[src/rtl/ex_stage_skid_reg.sv]
// ex_stage_skid_reg
//   EX/MEM pipeline register with a 2-entry skid buffer and valid/ready
//   handshake. The input ready is registered, so EX never waits on a
//   combinational path from MEM. Exceptions are tagged at capture with this
//   priority: external interrupt, then ALU overflow, then the upstream code.
//
// Ports
//   clk, reset_            clock (posedge), async active-low reset
//   InValid / InReady      upstream handshake (InReady is a flop)
//   Flush                  drop every held and same-cycle beat
//   IntDetect, ALUOF       exception sources, sampled on accept
//   ALUOut, ID*            incoming beat fields
//   OutValid / OutReady    downstream handshake
//   EX*, EXOut             registered beat fields
//   StallCnt, FlushCnt     perf counters
//
// Configuration
//   EX_STAGE_PERF_EN  when defined, builds the 32-bit stall and flush
//                     counters; when undefined both outputs are tied to 0.
module ex_stage_skid_reg #(
  parameter int DATA_W     = 32,
  parameter int PC_W       = 30,
  parameter int REG_AW     = 5,
  parameter int MEMOP_W    = 2,
  parameter int CTRLOP_W   = 2,
  parameter int EXP_W      = 3,
  parameter int MEMOP_NOP  = 0,
  parameter int CTRLOP_NOP = 0,
  parameter int EXP_NONE   = 0,
  parameter int EXP_INT    = 1,
  parameter int EXP_OVF    = 3
) (
  input  logic                clk,
  input  logic                reset_,
  input  logic                InValid,
  output logic                InReady,
  input  logic                Flush,
  input  logic                IntDetect,
  input  logic [DATA_W-1:0]   ALUOut,
  input  logic                ALUOF,
  input  logic [PC_W-1:0]     IDPC,
  input  logic                IDEn,
  input  logic                IDBrFlag,
  input  logic [MEMOP_W-1:0]  IDMemOp,
  input  logic [DATA_W-1:0]   IDMemWrData,
  input  logic [CTRLOP_W-1:0] IDCtrlOp,
  input  logic [REG_AW-1:0]   IDDstAddr,
  input  logic                IDGPRWE_,
  input  logic [EXP_W-1:0]    IDExpCode,
  output logic                OutValid,
  input  logic                OutReady,
  output logic [PC_W-1:0]     EXPC,
  output logic                EXEn,
  output logic                EXBrFlag,
  output logic [MEMOP_W-1:0]  EXMemOp,
  output logic [DATA_W-1:0]   EXMemWrData,
  output logic [CTRLOP_W-1:0] EXCtrlOp,
  output logic [REG_AW-1:0]   EXDstAddr,
  output logic                EXGPRWE_,
  output logic [EXP_W-1:0]    EXExpCode,
  output logic [DATA_W-1:0]   EXOut,
  output logic [31:0]         StallCnt,
  output logic [31:0]         FlushCnt
);

  typedef struct packed {
    logic [PC_W-1:0]     pc;
    logic                en;
    logic                br;
    logic [MEMOP_W-1:0]  memop;
    logic [DATA_W-1:0]   wrdata;
    logic [CTRLOP_W-1:0] ctrlop;
    logic [REG_AW-1:0]   dst;
    logic                gprwe_;
    logic [EXP_W-1:0]    exp;
    logic [DATA_W-1:0]   out;
  } beat_t;

  typedef enum logic [1:0] {EMPTY, ONE, FULL} state_e;

  function automatic beat_t rst_beat();
    beat_t b;
    b        = '0;
    b.memop  = MEMOP_W'(MEMOP_NOP);
    b.ctrlop = CTRLOP_W'(CTRLOP_NOP);
    b.exp    = EXP_W'(EXP_NONE);
    b.gprwe_ = 1'b1;
    return b;
  endfunction

  state_e state_q, state_d;
  beat_t  out_q, out_d, skid_q, skid_d, cap;
  logic   ready_q, ready_d;
  logic   accept, consume;

  assign OutValid = (state_q != EMPTY);
  assign InReady  = ready_q;
  assign accept   = InValid & ready_q;
  assign consume  = OutValid & OutReady;

  // Exception rewrite: a tagged beat keeps only PC/En/BrFlag so MEM sees a
  // harmless no-op carrying the faulting PC.
  always_comb begin
    cap        = rst_beat();
    cap.pc     = IDPC;
    cap.en     = IDEn;
    cap.br     = IDBrFlag;
    if (IntDetect) begin
      cap.exp  = EXP_W'(EXP_INT);
    end else if (ALUOF) begin
      cap.exp  = EXP_W'(EXP_OVF);
    end else begin
      cap.memop  = IDMemOp;
      cap.wrdata = IDMemWrData;
      cap.ctrlop = IDCtrlOp;
      cap.dst    = IDDstAddr;
      cap.gprwe_ = IDGPRWE_;
      cap.exp    = IDExpCode;
      cap.out    = ALUOut;
    end
  end

  always_comb begin
    state_d = state_q;
    out_d   = out_q;
    skid_d  = skid_q;
    if (Flush) begin
      state_d = EMPTY;
      out_d   = rst_beat();
      skid_d  = rst_beat();
    end else begin
      unique case (state_q)
        EMPTY: if (accept) begin
          out_d   = cap;
          state_d = ONE;
        end
        ONE: begin
          if (accept && consume) begin
            out_d   = cap;
          end else if (accept) begin
            skid_d  = cap;
            state_d = FULL;
          end else if (consume) begin
            state_d = EMPTY;
          end
        end
        FULL: if (consume) begin
          out_d   = skid_q;
          skid_d  = rst_beat();
          state_d = ONE;
        end
        default: state_d = EMPTY;
      endcase
    end
  end

  // Ready is computed from the next state so it is a plain flop output.
  assign ready_d = (state_d != FULL);

  always_ff @(posedge clk or negedge reset_) begin
    if (!reset_) begin
      state_q <= EMPTY;
      out_q   <= rst_beat();
      skid_q  <= rst_beat();
      ready_q <= 1'b1;
    end else begin
      state_q <= state_d;
      out_q   <= out_d;
      skid_q  <= skid_d;
      ready_q <= ready_d;
    end
  end

  assign EXPC        = out_q.pc;
  assign EXEn        = out_q.en;
  assign EXBrFlag    = out_q.br;
  assign EXMemOp     = out_q.memop;
  assign EXMemWrData = out_q.wrdata;
  assign EXCtrlOp    = out_q.ctrlop;
  assign EXDstAddr   = out_q.dst;
  assign EXGPRWE_    = out_q.gprwe_;
  assign EXExpCode   = out_q.exp;
  assign EXOut       = out_q.out;

`ifdef EX_STAGE_PERF_EN
  logic [31:0] stall_cnt_q, flush_cnt_q;

  // Counters wrap naturally and are cleared only by reset.
  always_ff @(posedge clk or negedge reset_) begin
    if (!reset_) begin
      stall_cnt_q <= '0;
      flush_cnt_q <= '0;
    end else begin
      if (OutValid && !OutReady) stall_cnt_q <= stall_cnt_q + 32'd1;
      if (Flush)                 flush_cnt_q <= flush_cnt_q + 32'd1;
    end
  end

  assign StallCnt = stall_cnt_q;
  assign FlushCnt = flush_cnt_q;
`else
  assign StallCnt = '0;
  assign FlushCnt = '0;
`endif

endmodule

[config.mk]
export PLATFORM = sky130hd
export DESIGN_NAME = ex_stage_skid_reg
export DESIGN_NICKNAME = d
export VERILOG_FILES = /design/src/rtl/ex_stage_skid_reg.sv
export SDC_FILE = /design/constraint.sdc
export NUM_CORES = 1
export LEC_CHECK = 0
export CAP_MARGIN = 25
export CORE_MARGIN = 3
export CORE_UTILIZATION = 53
export CTS_CLUSTER_DIAMETER = 40
export DETAILED_ROUTE_END_ITERATION = 10
export PLACE_DENSITY = 0.86
export SLEW_MARGIN = 20
export SYNTH_ARGS = -nofsm -noshare
export SYNTH_HDL_FRONTEND = slang
export SYNTH_SLANG_ARGS = --single-unit
export TNS_END_PERCENT = 1
[constraint.sdc]
create_clock -name clk -period 3.6 [get_ports clk]
set_input_delay 1.08 -clock clk [delete_from_list [all_inputs] [get_ports clk]]
set_output_delay 1.08 -clock clk [all_outputs]
set_load 0.02 [all_outputs]
# --- After elaboration in Yosys (flattened, before gate mapping) ---
# Cells that the tools add are included.
totals:
  out_inout_bits: 175
  in_bits: 116
  wordCells: 61
  regBits: 221
op_classes:
  n_mux: 22
  reduce_logical: 7
  n_bitwise: 2
  n_eq_ne: 8
ops:
  columns: ["cell", "count"]
  rows:
  - ["109-bit two-way mux", 7]
  - ["109-bit case mux with 3 select lines", 1]
  - ["109-bit case mux with 2 select lines", 1]
  - ["42-bit two-way mux", 2]
  - ["32-bit two-way mux", 2]
  - ["3-bit != test (second input constant)", 5]
  - ["2-bit two-way mux", 6]
  - ["4-bit AND reduction", 2]
  - ["3-bit two-way mux", 2]
  - ["2-bit case mux with 3 select lines", 1]
  - ["4-bit nonzero test", 1]
  - ["3-bit nonzero test", 1]
  - ["1-bit bitwise AND", 2]
  - ["2-bit by 1-bit == test with 1-bit output (second input constant)", 1]
  - ["2-bit == test (second input constant)", 1]
  - ["2-bit logical NOT", 1]
  - ["2-bit != test (second input constant)", 1]
  - ["2-bit nonzero test", 1]
  - ["1-bit logical AND", 1]

# --- Logic depth before layout (Yosys ltp) ---
# Gate-level depths: netlist of run 1.
depth:
  word_depth: 8
  depth_mapped: 10
  mapped_depth_nobuf: 6

# --- Least setup slack after synthesis of run 1 ---
# OpenSTA, ideal clock, no wires.
synth_path:
  kind: "input to register"
  from: "in Flush"
  to: "reg out_q, in the netlist EXCtrlOp[0]"
  cell_stages: 7
  setup_slack_ps: 1117
  t_arrival_ps: 2358
  path_buffers: 4
  setup_time_ps: 125
  t_required_ps: 3475
  path_cell_list: "buf_6 or3_1 o211a_1 buf_6 buf_6 buf_8 mux2_4"
synth_via:
  elab_chain_len: 2
  word_cells_on_any_way: 6
  classes_between: "eq/ne (3); mux (1); reduce/logical (2)"
synth_rtl:
  columns: ["element", "line", "rtl"]
  rows:
  - ["start, declared", "37", "input logic Flush,"]
  - ["3-bit != test (no source line) or 4-bit nonzero test (tied branches)", null, null]
  - ["4-bit AND reduction (no source line)", null, null]
  - ["end signal, assigned", "163", "out_q <= rst_beat();"]
  - ["end signal, assigned", "168", "out_q <= out_d;"]
  - ["end, declared", "92", "beat_t out_q, out_d, skid_q, skid_d, cap;"]
# Parallel ways exist; a longest one is shown, timed or not.
# A chain may end at the register's enable or synchronous reset.

# --- Worst setup path in the final report of run 1 ---
layout_path:
  from: "reg state_q[0]"
  to: "out OutValid"
layout_via:
  elab_chain_len: 1
layout_rtl:
  columns: ["element", "line", "rtl"]
  rows:
  - ["start, declared", "91", "state_e state_q, state_d;"]
  - ["start signal, assigned", "167", "state_q <= state_d;"]
  - ["2-bit nonzero test", "96", "assign OutValid = (state_q != EMPTY);"]
  - ["end, declared", "50", "output logic OutValid,"]
# Every way passes these cells.

==> metrics, run 1 <==
status=completed; count of final hold-check violations=0; routed wl met3=between 2000 and 2500 um; WL final=27300 um; Root Buffer=clkbuf_16; I/O Buffers=roughly 230; Yosys top cell area share=49.3%; placed instance area=~13000 sq um; post-layout util=70.4%; Worst Setup End Kind=primary output; most frequent cells after synthesis=nand2_1, dfrtp_1, o21ai_0; DRC=0; Final min period=3.16 ns; CTS tree=yes; Fmax=316 MHz; Clock transition at path regs=0.04 ns; antenna violations before repair=0; Worst Path Max Fanout=6; met1 wire length=11000 um; Post-CTS Setup Inserts=0; final instance area=14300 sq um; # setup viols final=0; DRT Pass-1 Iters=5; row count=between 50 and 60; top-count cell post-synth=nand2_1; worst skew pair latency=0.49 ns; Hold WC Path Type=reg -> reg; RSZ-0062 raised after global routing=false; first-pass GRT wire length=44200 um; die height=150 um; total negative slack=0 ns; H-tree Lvls=2; ys async rst share=100%; Max-Cap Viols=0; fin nets=approximately 1400; Num CTS Buffers=35; Unique masters post-synth=38; synth warn=0; WL per Instance=~17 um; required time worst endpoint=about 2.5 ns; total power draw=0.00836 W; Hold-fix buffers, CTS=0; EDFF count, synth=0; Die W=about 150 um; static leakage=6.12 nW; highest routed layer=met4; most area-consuming cells after synthesis=dfrtp_1, mux2_2, nand2_1, buf_4, nand3b_1; IO Pins=291; Worst setup SP type=flip-flop; gr usage total=24.0%; antenna-violating nets left=0; initial DRC count=408; count of state elements after synthesis=221; GR Overflow Total=0; number of diodes=0; P&R area growth vs syn=29.6%; core area=20400 sq um; post-synthesis sequential area ratio=50.0%; Period Utilization, post-route=87.9%; Max-slew headroom=40.5%; main flop type after synthesis=dfrtp_1; Detailed Place HPWL=17000 um; CTS resizes=0; Crit path arrival time=roughly 2.1 ns; max-slew violation count=0; Vias/cell=5.36; Clock Path Buffers=3; post-synthesis cell area=around 11000 sq um; register area=5530 sq um; Power Dens Cells=583 nW/um^2; vias=8686; Syn Inst Count=1141; Die Area=22600 sq um; # clock sinks=around 220; critical path class=reg -> out; Final Wtd Congestion=0.784; Tightest Pin Transition=0.893 ns; Peak VDD IR=424 uV; average size of a mapped cell=just under 10 sq um; vias in the first global route=8829; Clock Skew=0.0178 ns; area of the multi-input gates=just under 5000 sq um; initial core utilization=54.3%; leading area contributor after synthesis=dfrtp_1; share of layout cells above drive strength 1=between 10% and 20%; largest net degree at the start of global routing=roughly 120; fill cell count=approximately 1500; Met2 Wirelength=13600 um
worst paths after layout:
kind,from,to,slack [ns],cells past startpoint
max,state_q[0],OutValid,0.44,4
min,skid_q[35],skid_q[35],0.46,2
max reg2reg,state_q[0],skid_q[0],1.04,8
min reg2reg,skid_q[35],skid_q[35],0.46,2
max in group asynchronous,reset_,skid_q[35],2.18,2
min in group asynchronous,reset_,EXPC[1],0.59,1
stage by stage:
step | hold WS [ns] | instances | setup slack [ns]
2_1_floorplan | 0.442 | 1204 | 1.12
3_3_place_gp | 0.452 | 1561 | 0.447
3_5_place_dp | 0.458 | 1561 | 0.428
5_1_grt | 0.495 | 1620 | 0.322
4_1_cts | 0.463 | 1620 | 0.415
6_report | 0.459 | 1620 | 0.435
registers in the layout, summed over array words and instances (netlist names):
register     cells
skid_q         109
EXBrFlag         1
EXEn             1
EXOut           32
EXDstAddr        5
EXGPRWE_         1
EXMemOp          2
EXMemWrData     32
EXExpCode        3
EXPC            30
EXCtrlOp         2
state_q          2
InReady          1
per-layer routing:
metal	vias to the layer above	global-route usage (%)
met5	-	0
met1	4263	31.1
li1	4071	-
met2	301	39.2
met4	0	8.33
met3	51	6.32
cell families after synthesis:
family	count (synthesis)	synth area share, %
compound gates	193	8.99
xor+xnor	1	0.0792
fa+ha+maj	5	0.543
buf+inv	157	8.63
flops	221	50.0
mux	141	14.3
other cells	1	0.0339
simple gates	422	17.3
worst max-delay path, stage by stage, from the launching register on:
cell             delay (ns)
dfrtp_1                0.42
inv_1                  0.14
ha_1                   0.29
inv_1                  0.12
clkdlybuf4s50_1        0.65
cell type report:
class	instances	area share, %
clock buffer	48	7.03
clock inverter	11	0.681
inverter	4	0.105
multi-input combinational	826	33.9
sequential	221	38.6
tap	270	2.36
timing repair buffer	240	17.3
placed cells by master (no fill, tap or decap), types with 6 or more instances in the layout:
master	synthesis	layout
nand2_1	291	291
clkdlybuf4s50_1	0	224
dfrtp_1	218	218
o21ai_0	109	109
mux2_2	99	99
a21oi_1	77	77
nand3b_1	75	75
conb_1	1	64
clkbuf_16	0	37
nor2_1	36	33
mux2i_1	32	32
mux2_4	10	10
buf_12	0	9
clkbuf_1	51	7
buf_4	77	6
power by group:
part | total [W] | switching, W | internal [W]
Clock | 0.00314 | 0.00112 | 0.00202
Combinational | 0.00221 | 0.00118 | 0.00103
Sequential | 0.00301 | 0.000196 | 0.00281
Power figures use the tool's default switching activity.
==> inputs of run 2 (changes only) <==
--- a/config.mk
+++ b/config.mk
@@ -8,7 +8,7 @@
 export CAP_MARGIN = 25
 export CORE_MARGIN = 3
 export CORE_UTILIZATION = 53
-export CTS_CLUSTER_DIAMETER = 40
+export CTS_CLUSTER_DIAMETER = 30
 export DETAILED_ROUTE_END_ITERATION = 10
 export PLACE_DENSITY = 0.86
 export SLEW_MARGIN = 20
==> run 2 against run 1 <==
Core utilization increased by 3.1 points. Die area unchanged. First-iteration DRC count up 11%.
==> metrics, run 2 (same netlist as run 1, synthesis figures left out) <==
status=completed; WL per Instance=17.2 um (+2.1%); gr usage total=24.9% (+0.91 points); Hold-fix buffers, CTS=0 (unchanged); Worst Setup End Kind=primary output; antenna violations before repair=0 (unchanged); share of layout cells above drive strength 1=16.0% (+1.9 points); CTS resizes=0 (unchanged); P&R area growth vs syn=35.3%; Worst R2R Path Depth=8 (unchanged); first-pass GRT wire length=45700 um (+3.4%); H-tree Lvls=2 (unchanged); Worst Path Max Fanout=6 (unchanged); core area=20400 sq um (unchanged); die height=150 um (unchanged); Fmax=314 MHz (-0.54%); static leakage=6.44 nW (+5.1%); DRC=0 (unchanged); Final min period=3.18 ns (+0.0173 ns); count of final hold-check violations=0 (unchanged); Period Utilization, post-route=88.4% (+0.48 points); Hold WC Path Type=reg -> reg; antenna-violating nets left=0 (unchanged); max-slew violation count=0 (unchanged); row count=52 (unchanged); Tightest Pin Transition=0.887 ns (-0.00508 ns); fin nets=1462 (+0.97%); number of diodes=0 (unchanged); Largest register FFs=109 (unchanged); Layout Cells excl Fill=1649 (+1.8%); I/O Buffers=226 (unchanged); commonest non-fill, non-tap cell in the layout=nand2_1; Worst setup SP type=flip-flop; Largest Register=skid_q; DP Cell Count=1561 (unchanged); hold path depth=2 (unchanged); WL final=28400 um (+4.0%); Die Area=22600 sq um (unchanged); Vias/cell=5.38 (+0.28%); Clock Path Buffers=3 (unchanged); most frequent cells in the layout=nand2_1, clkdlybuf4s50_1, dfrtp_1; largest net degree at the start of global routing=117 (unchanged); Max-Cap Viols=0 (unchanged); RSZ-0062 raised after global routing=false; total power draw=0.00983 W (+18%); Post-CTS Setup Inserts=0 (unchanged); Final Wtd Congestion=0.784 (unchanged); Peak VDD IR=460 uV (+8.3%); DRT Pass-1 Iters=5 (unchanged); Power Dens Cells=657 nW/um^2 (+13%); total negative slack=0 ns (unchanged); GR Overflow Total=0 (unchanged); vias=8866 (+2.1%); # clock sinks=221 (unchanged); initial DRC count=454 (+11%); Die W=150 um (unchanged); Crit path arrival time=2.10 ns (+0.02 ns); Num CTS Buffers=49 (+40%); CTS tree=yes; Root Buffer=clkbuf_16; Clock Skew=0.0155 ns (-0.00225 ns); initial core utilization=54.3% (unchanged); critical path class=reg -> out; # setup viols final=0 (unchanged); Clock transition at path regs=0.04 ns (about the same); Max-slew headroom=40.8% (+0.34 points); worst skew pair latency=0.52 ns (+0.03 ns); required time worst endpoint=2.52 ns (about the same); IO Pins=291 (unchanged); Detailed Place HPWL=17000 um (unchanged); vias in the first global route=9183 (+4.0%)
run 2: worst max-delay path, stage by stage, from the launching register on:
cell and delay, ns:
dfrtp_1 0.42, inv_1 0.14, ha_1 0.28, inv_1 0.11, clkdlybuf4s50_1 0.65
run 2: per-stage QoR:
step,setup slack (ns),hold WS [ns],util [%],area (sq um)
floorplan,1.12,0.442,-,11300
global placement,0.447,0.452,64.9,13200
detailed placement,0.428,0.458,64.9,13200
CTS,0.395,0.465,73.5,15000
global route,0.297,0.495,73.5,15000
finish,0.418,0.463,73.5,15000
run 2: area by class of cell:
cell class,instances,area [sq um]
clock buffer,70,1460
clock inverter,18,280
fill,1405,5400
inverter,4,15.0
multi-input combinational,826,4860
sequential,221,5530
tap,270,338
timing repair buffer,240,2480
run 2: power breakdown:
part           switching [W]  internal, W  leakage [nW]
Clock                0.00133      0.00327         0.851
Sequential          0.000199      0.00282          2.97
Combinational        0.00119      0.00103          2.61
Total                0.00271      0.00712          6.44
run 2: path summary, 6_finish.rpt:
| check | startpoint | end | slack [ns] |
|---|---|---|---|
| worst max-delay path | state_q[0] | OutValid | 0.42 |
| worst min-delay path | skid_q[35] | skid_q[35] | 0.46 |
| worst max register to register | state_q[0] | skid_q[1] | 1.08 |
| worst min register to register | skid_q[35] | skid_q[35] | 0.46 |
| max in group asynchronous | reset_ | EXOut[2] | 2.22 |
| min in group asynchronous | reset_ | EXPC[1] | 0.55 |
run 2: routing by layer:
| layer | track usage [%] | up-vias | wire, um |
|---|---|---|---|
| li1 | - | 4114 | - |
| met1 | 30.8 | 4345 | 11400 |
| met2 | 41.7 | 343 | 14200 |
| met3 | 6.35 | 64 | 2050 |
| met4 | 10.1 | 0 | 826 |
| met5 | 0 | - | 0 |
==> inputs of run 3 (changes only) <==
--- a/config.mk
+++ b/config.mk
@@ -7,10 +7,11 @@
 export LEC_CHECK = 0
 export CAP_MARGIN = 25
 export CORE_MARGIN = 3
-export CORE_UTILIZATION = 53
+export CORE_UTILIZATION = 45
 export CTS_CLUSTER_DIAMETER = 30
 export DETAILED_ROUTE_END_ITERATION = 10
-export PLACE_DENSITY = 0.86
+export PLACE_DENSITY = 0.78
+export RECOVER_POWER = 25
 export SLEW_MARGIN = 20
 export SYNTH_ARGS = -nofsm -noshare
 export SYNTH_HDL_FRONTEND = slang
==> constraint.sdc (replaced) <==
create_clock -name clk -period 2.75 [get_ports clk]
set_input_delay 0.825 -clock clk [delete_from_list [all_inputs] [get_ports clk]]
set_output_delay 0.825 -clock clk [all_outputs]
set_load 0.02 [all_outputs]
==> run 3 against run 2 <==
The flow now finishes with violations (max-capacitance violations, max-slew violations). Clock skew shrank 0.0029 ns. Wire length grew 3.3%. Design area grew 3.3%. Critical path type unchanged.
==> metrics, run 3 (same netlist as run 1, synthesis figures left out) <==
initial DRC count=722 (+59%); Die W=163 um (+8.2%); Crit path arrival time=1.81 ns (-0.29 ns); P_sw=0.00382 W (+41%); GR Overflow Total=0 (unchanged); static leakage=6.65 nW (+3.3%); hold path depth=2 (unchanged); Largest Register=skid_q; IO Pins=291 (unchanged); fill cell count=1864 (+33%); count of final hold-check violations=0 (unchanged); CTS tree=yes; Final Wtd Congestion=0.784 (about the same); switching part of the total=27.7% (+0.17 points); WL final=29400 um (+3.3%); RSZ-0062 raised after global routing=false; WHS=0.460 ns (-0.00292 ns); Worst R2R Path Depth=7 (-1); placed instance area=13500 sq um (+2.1%); critical path class=reg -> out; Clock Power Share=49.5% (+2.8 points); final instance area=15500 sq um (+3.3%); WL per Instance=17.0 um (-1.5%); Worst Path Max Fanout=6 (unchanged); FF-to-FF End=EXPC[26]; worst skew pair latency=0.54 ns (+0.02 ns); combinational fraction of design power=21.8% (-0.8 points); Vias/cell=5.14 (-4.4%); R2R Path Start=state_q[0]; reg2reg setup slack=0.42 ns (-0.66 ns); Root Buffer=clkbuf_16; Largest register FFs=109 (unchanged); DRT Pass-1 Iters=6 (+1); row count=56 (+7.7%); H-tree Lvls=2 (unchanged); required time worst endpoint=1.93 ns (-0.59 ns); Clock transition at path regs=0.04 ns (about the same); Power Dens Cells=890 nW/um^2 (+35%); min-delay src=skid_q[35]; Worst setup SP type=flip-flop; die height=163 um (+8.2%); Hold WC Path Type=reg -> reg; share of layout cells above drive strength 1=17.7% (+1.7 points); antenna-violating nets left=0 (unchanged); vias=8887 (+0.24%); Fmax=roughly 380 MHz; core area=23800 sq um (+17%); antenna violations before repair=1 (+1); commonest non-fill, non-tap cell in the layout=nand2_1; Layout Cells excl Fill=1729 (+4.9%); Peak VDD IR=1010 uV (+120%); Num CTS Buffers=53 (+8.2%); max-slew violation count=71 (+71); internal power=0.00995 W (+40%); Period Utilization, post-route=95.8%; Clock Skew=0.0126 ns (-0.00294 ns); status=finished with violations; DP Cell Count=1629 (+4.4%); sequential share of power=28.7% (-2.0 points); failing checks=max-capacitance violations, max-slew violations; total power draw=0.0138 W (+40%); gr usage total=21.9% (-3.0 points); post-layout util=64.9% (-8.6 points); most frequent cells in the layout=nand2_1, clkdlybuf4s50_1, dfrtp_1; Hold-fix buffers, CTS=0 (unchanged); Final min period=roughly 2.6 ns; first-pass GRT wire length=47300 um (+3.5%); Tightest Pin Transition=1.99 ns (+1.10 ns); Worst Setup End Kind=primary output; largest net degree at the start of global routing=82 (-30%); Max-slew headroom=-32.8% (-74 points); Hold Crit Endpoint=skid_q[35]; fin nets=1485 (+1.6%); Detailed Place HPWL=18300 um (+7.5%); # clock sinks=221 (unchanged); # setup viols final=0 (unchanged); initial core utilization=46.4% (-7.9 points); I/O Buffers=226 (unchanged); DRC=0 (unchanged); P&R area growth vs syn=39.8%; vias in the first global route=9308 (+1.4%); Die Area=26500 sq um (+17%); Max-Cap Viols=1 (+1); Clock Path Buffers=3 (unchanged)
[run 3: cell types whose count changed in the layout (fill, tap and decap cells not counted), sizes merged]
cell / change
clkbuf: -3
bufinv: +5
clkdlybuf4s50: -1
diode: +1
clkinvlp: +3
clkinv: +10
inv: -1
buf: +16
dlygate4sd2: +1
[run 3: per-layer routing]
| layer | GRT usage [%] | vias to the layer above | part of all wire [%] |
|---|---|---|---|
| li1 | - | 4168 | - |
| met3 | 6.31 | 58 | 7.7 |
| met1 | 27.2 | 4334 | 41 |
| met5 | 0 | - | 0 |
| met4 | 8.30 | 0 | 2.5 |
| met2 | 36.4 | 327 | 49 |
[run 3: final cells by class]
cell class                      instances  area [sq um]  share of cell area [%]
Antenna cell                            1          2.50                  0.0162
Inverter                                4          15.0                  0.0971
Timing Repair Buffer                  259          2680                    17.3
Tap cell                              319           399                    2.58
Sequential cell                       221          5530                    35.8
Clock inverter                         35           532                    3.44
Clock buffer                           64          1440                    9.31
Multi-Input combinational cell        826          4860                    31.4
[run 3: stage by stage]
stage	setup TNS (ns)	setup WS, ns
after floorplan	0	0.522
after global placement	0	0.0419
after detailed placement	-1.08	-0.0289
after CTS	0	0.0959
after global routing	0	0.0259
final	0	0.117
[run 3: how the worst max path moves through the flow]
stage                from         endpoint  slack, ns
6_report       state_q[0]         OutValid       0.12
4_1_cts        state_q[0]         OutValid        0.1
5_1_grt        state_q[0]         OutValid       0.03
3_3_place_gp      InValid         EXPC[16]       0.04
3_5_place_dp     OutReady  EXMemWrData[25]      -0.03
2_1_floorplan       Flush      EXCtrlOp[0]       0.52
[run 3: worst max-delay path, cell delays in order (launching register included)]
cell	delay, ns
dfrtp_1	0.42
inv_1	0.17
ha_1	0.26
inv_1	0.09
dlygate4sd2_1	0.33
[run 3: timing repair]
action	in CTS	in global routing
resized for setup	1	0
hold endpoints to repair	0	0
buffers inserted	0	0
setup endpoints to repair	1	0
[run 3: power groups by stage]
stage / sequential, W / clock [W] / combinational, W
4_1_cts: 0.00395 / 0.00691 / 0.00303
3_5_place_dp: 0.00398 / 0 / 0.00300
2_1_floorplan: 0.00428 / 0 / 0.00152
5_1_grt: 0.00400 / 0.00710 / 0.00320
6_report: 0.00395 / 0.00682 / 0.00300
3_3_place_gp: 0.00398 / 0 / 0.00295
